$ cat src/rtl/wash_phase_timer.sv
// wash_phase_timer: times each washing-machine phase.
// It watches the phase code from the controller, loads that phase's duration in
// seconds and counts it down through a clock prescaler. When the count expires it
// raises Trigger_clk_FSM for one cycle. Pause only takes effect in the spin phase.
//
// The DUT has no valid/ready handshake. The phase code is a level input. The DUT
// compares it with the registered copy every cycle, and any difference is a
// request to reload. Trigger_clk_FSM is a one-cycle, fire-and-forget pulse: the
// controller has to act on it in that cycle.
module wash_phase_timer #(
    parameter int CYCLES_PER_SEC = 4,
    parameter int T_FILL         = 120,
    parameter int T_WASH         = 300,
    parameter int T_RINSE        = 120,
    parameter int T_SPIN         = 60
) (
    input  logic       CLK,
    input  logic       Rst,
    input  logic [2:0] Duration_clk_FSM,
    input  logic       Pause_clk,
    output logic       Trigger_clk_FSM,
    output logic [8:0] Time_left,
    output logic       Timer_busy,
    output logic       Timer_paused,
    output logic [1:0] state_dbg_o
);

    localparam int PW = (CYCLES_PER_SEC > 1) ? $clog2(CYCLES_PER_SEC) : 1;
    localparam logic [PW-1:0] PRE_LAST = PW'(CYCLES_PER_SEC - 1);
    localparam logic [2:0] CODE_SPIN = 3'b100;

    typedef enum logic [1:0] {
        S_IDLE  = 2'd0,
        S_RUN   = 2'd1,
        S_PAUSE = 2'd2,
        S_DONE  = 2'd3
    } state_t;

    state_t          state_q, state_d;
    logic [2:0]      code_q, code_d;
    logic [PW-1:0]   pre_cnt_q, pre_cnt_d;
    logic [8:0]      sec_cnt_q, sec_cnt_d;
    logic            trig_q, trig_d;

    logic [8:0]      dur_lookup;
    logic            code_timed;
    logic            code_change;
    logic            sec_tick;
    logic            pause_eff;

    assign code_change = (Duration_clk_FSM != code_q);
    assign sec_tick    = (pre_cnt_q == PRE_LAST);
    // Pause is judged against the registered code. A code change takes priority anyway.
    assign pause_eff   = Pause_clk && (code_q == CODE_SPIN);

    // Duration lookup for the incoming code. Codes without a duration go back to idle.
    always_comb begin
        dur_lookup = 9'd0;
        code_timed = 1'b0;
        case (Duration_clk_FSM)
            3'b001:  begin dur_lookup = 9'(T_FILL);  code_timed = 1'b1; end
            3'b010:  begin dur_lookup = 9'(T_WASH);  code_timed = 1'b1; end
            3'b011:  begin dur_lookup = 9'(T_RINSE); code_timed = 1'b1; end
            3'b100:  begin dur_lookup = 9'(T_SPIN);  code_timed = 1'b1; end
            default: begin dur_lookup = 9'd0;        code_timed = 1'b0; end
        endcase
    end

    // Next state and counters. A code change beats expiry and pause, which drops the running count.
    always_comb begin
        state_d   = state_q;
        code_d    = code_q;
        pre_cnt_d = pre_cnt_q;
        sec_cnt_d = sec_cnt_q;
        trig_d    = 1'b0;
        if (code_change) begin
            code_d    = Duration_clk_FSM;
            pre_cnt_d = '0;
            if (code_timed) begin
                sec_cnt_d = dur_lookup;
                state_d   = S_RUN;
            end else begin
                sec_cnt_d = 9'd0;
                state_d   = S_IDLE;
            end
        end else begin
            case (state_q)
                S_RUN, S_PAUSE: begin
                    if (pause_eff) begin
                        // Both counters hold. The prescaler phase survives the pause.
                        state_d = S_PAUSE;
                    end else begin
                        // The resume edge also counts, so a pause of P cycles costs exactly P cycles.
                        state_d = S_RUN;
                        if (sec_tick) begin
                            pre_cnt_d = '0;
                            sec_cnt_d = sec_cnt_q - 9'd1;
                            if (sec_cnt_q == 9'd1) begin
                                trig_d  = 1'b1;
                                state_d = S_DONE;
                            end
                        end else begin
                            pre_cnt_d = pre_cnt_q + 1'b1;
                        end
                    end
                end
                S_IDLE: begin
                    pre_cnt_d = '0;
                    sec_cnt_d = 9'd0;
                end
                S_DONE: begin
                    state_d = S_DONE;
                end
                default: begin
                    state_d = S_IDLE;
                end
            endcase
        end
    end

    // State and counter registers. Reset clears everything.
    always_ff @(posedge CLK) begin
        if (Rst) begin
            state_q   <= S_IDLE;
            code_q    <= 3'b000;
            pre_cnt_q <= '0;
            sec_cnt_q <= 9'd0;
            trig_q    <= 1'b0;
        end else begin
            state_q   <= state_d;
            code_q    <= code_d;
            pre_cnt_q <= pre_cnt_d;
            sec_cnt_q <= sec_cnt_d;
            trig_q    <= trig_d;
        end
    end

    assign Trigger_clk_FSM = trig_q;
    assign Time_left       = sec_cnt_q;
    assign Timer_busy      = (state_q == S_RUN) || (state_q == S_PAUSE);
    assign Timer_paused    = (state_q == S_PAUSE);
    assign state_dbg_o     = state_q;

endmodule

$ cat config.mk
export PLATFORM = sky130hd
export DESIGN_NAME = wash_phase_timer
export DESIGN_NICKNAME = d
export VERILOG_FILES = /design/src/rtl/wash_phase_timer.sv
export SDC_FILE = /design/constraint.sdc
export NUM_CORES = 1
export LEC_CHECK = 0
export ABC_AREA = 1
export CAP_MARGIN = 30
export CORE_MARGIN = 3
export CORE_UTILIZATION = 50
export DETAILED_ROUTE_END_ITERATION = 6
export GPL_TIMING_DRIVEN = 0
export PLACE_DENSITY = 0.81
export SLEW_MARGIN = 20
export SYNTH_ARGS = -nofsm -noshare
export SYNTH_HDL_FRONTEND = slang
export SYNTH_SLANG_ARGS = --single-unit
export TNS_END_PERCENT = 10
$ cat constraint.sdc
create_clock -name CLK -period 3.72 [get_ports CLK]
set_clock_uncertainty 0.15 [all_clocks]
set_input_delay 0.372 -clock CLK [delete_from_list [all_inputs] [get_ports CLK]]
set_output_delay 0.372 -clock CLK [all_outputs]
set_load 0.02 [all_outputs]
==> run summary <==
run status - complete, no violations
Synth top area share - 0.299
Core Area - 2060 sq um
IO Port Bufs - 19
Slew Limit Fails - 0
worst skew pair latency - 0.29 ns
Crit. Startpoint - state_dbg_o[0]$_SDFFE_PP0P_
number of setup buffers added after CTS - 0
Post-CTS Resized - 0
die area - 2880 sq um
final WL - 2660 microns
met2 GRT Util - 0.347
Seq/Total Area, Yosys - 0.299
WHS Endpoint - pre_cnt_q[1]$_SDFFE_PP0P_
top cells by area, synth - dfxtp_1 30%, nand2_1 20%, nor2_1 14%, ha_1 6.6%, inv_1 6.6%
combinational share of power - 0.329
gr usage total - 0.214
TritonCTS clock tree - yes
power density cells - 327 nW/um^2
Die Width - 53.7 microns
post-synth top area cell - dfxtp_1
initial antenna violation count - 0
Worst EP required - 3.20 ns
HP Class - flip-flop to flip-flop
met1 Use GR - 0.293
crit-path max FO - 5
post-synthesis register bit count - 17
synth unique cells - 21
YS warnings - 0
maximum clock path buffer count - 2
synthesized area per cell - 5.99 sq um
global route hottest layer - met2
Worst Hold Depth - 2
crit path kind - flip-flop to primary output
global-route wire length before repair - 4600 microns
mean number of vias per cell - 5.00
initial core utilization - 0.552
final setup vio count - 0
number of buffers created by CTS - 3
Clock Power Share - 0.224
RSZ-0062 raised after global routing - false
Crit path arrival time - 1.75 ns
Worst VDD drop - 0.239 mV
IO Count - 20
Worst Max-Slew Pin Slew - 0.388 ns
Max Cap Viol - 0
setup TNS - 0 ns
Internal Power - 0.291 mW
syn_nets - 202
Clock Root Buffer - clkbuf_4
die height - 53.7 microns
relative slew slack - 0.741
overall power - 0.454 mW
switching part of the total - 0.358
Reg2Reg Setup Slack - 1.82 ns
Critical Path Source Type - flip-flop
met3 Track Usage GR - 0.0277
Psw - 0.162 mW
Setup crit end kind - primary output
Antenna Cells - 0
clk sinks - 17
vias in the first global route - 1070
LEAKAGE - 0.676 nW
drt pass-1 iters - 4
Sequential Power Share - 0.447
post-layout minimum cycle time - 2.27 ns
DR DRC count - 0
Area Overhead vs Synth - 22.0%
Max Freq - 440 MHz
Fillers - 198
Hold Startpoint - pre_cnt_q[1]$_SDFFE_PP0P_
row cnt - 16
Post-CTS Hold Fix Bufs - 0
RR Startpoint - state_dbg_o[0]$_SDFFE_PP0P_
WL/cell - 11.1 microns
post-synthesis cell count - 190
CTS H-tree lvls - 1
worst r2r path cells - 10
1st-iter DRT viols - 33
share of layout cells above drive strength 1 - 0.0657
DR vias - 1200
Netlist Area Pre-Place - 1140 sq um
Fin. Hold Viols - 0
fin crit share - 0.610
worst reg2reg path endpoint - Time_left[6]$_SDFFE_PP0P_
largest net degree at the start of global routing - 11
antenna viol nets, final - 0
Detail Placement HPWL - 2070 microns
Clock transition at path regs - 0.10 ns
Final Wtd Congestion - 0.817
Final nets - 226
GRT Residual Overflow - 0
==> registers in the layout, indices dropped and copies added, names as in the netlist <==
register	flops
Time_left	9
state_dbg_o	2
Trigger_clk_FSM	1
code_q	3
pre_cnt_q	2
==> power by group through the flow <==
stage	clock network, mW	registers (mW)	logic (mW)
after floorplan	0	0.215	0.0937
after global placement	0	0.206	0.144
after detailed placement	0	0.207	0.148
after CTS	0.103	0.203	0.149
after global routing	0.112	0.205	0.169
final	0.102	0.203	0.149
==> through the flow <==
step	hold slack [ns]	cells	instance area, sq um	setup slack (ns)	util
after detailed placement	0.329	236	1360	1.61	0.660
final	0.350	240	1390	1.45	0.673
after global routing	0.392	240	1390	1.35	0.673
after global placement	0.321	236	1360	1.65	0.660
after floorplan	0.294	190	1140	1.79	-
after CTS	0.344	240	1390	1.45	0.673
==> cell usage in the layout (no fill, tap or decap), types with 2 or more instances in the layout <==
| cell type | count |
|---|---|
| dfxtp_1 | 17 |
| nand2_1 | 62 |
| a21oi_1 | 2 |
| nand3_1 | 15 |
| nor2_1 | 43 |
| o21ai_0 | 4 |
| clkdlybuf4s50_1 | 19 |
| ha_1 | 6 |
| nand4_1 | 2 |
| clkbuf_4 | 3 |
| inv_2 | 4 |
| inv_1 | 20 |
| nand2_2 | 2 |
| nor3_1 | 4 |
==> layout make-up <==
cell class | instances | area [sq um] | area share
Tap cell | 27 | 33.8 | 0.0243
Buffer | 1 | 11.3 | 0.00812
Multi-Input combinational cell | 147 | 692 | 0.499
Inverter | 25 | 93.8 | 0.0676
Timing Repair Buffer | 19 | 190 | 0.137
Sequential cell | 17 | 340 | 0.245
Clock buffer | 4 | 26.3 | 0.0189
==> worst max-delay path by stage <==
stage,slack [ns],depth (start not counted),end
floorplan,1.79,10,Time_left[6]$_SDFFE_PP0P_
global placement,1.65,10,Time_left[6]$_SDFFE_PP0P_
detailed placement,1.61,10,Time_left[6]$_SDFFE_PP0P_
CTS,1.45,3,Timer_busy
global route,1.35,3,Timer_busy
finish,1.45,3,Timer_busy
==> metal layers <==
metal / vias up / share of wire
met5: - / 0
met4: 0 / 0.018
met2: 30 / 0.47
met3: 8 / 0.041
li1: 630 / -
met1: 532 / 0.47
==> logic make-up after synthesis <==
logic type,count (synthesis),synth area share
buf+inv,26,0.0924
simple gates,132,0.490
fa+ha+maj,6,0.0660
xor+xnor,2,0.0220
compound gates,7,0.0308
flops,17,0.299
==> cells in the mapped netlist, drive strengths merged <==
cell / n
a21oi: 2
buf: 1
clkinv: 1
dfxtp: 17
ha: 6
inv: 24
nand2: 64
nand3: 16
nand4: 2
nor2: 44
nor3: 4
nor3b: 1
o21ai: 5
or2: 1
xnor2: 1
xor2: 1
==> worst max-delay path, stage by stage, from the launching register on <==
cell and delay [ns]:
dfxtp_1 0.39, inv_1 0.08, ha_1 0.36, clkdlybuf4s50_1 0.62
Power figures use the tool's default switching activity.
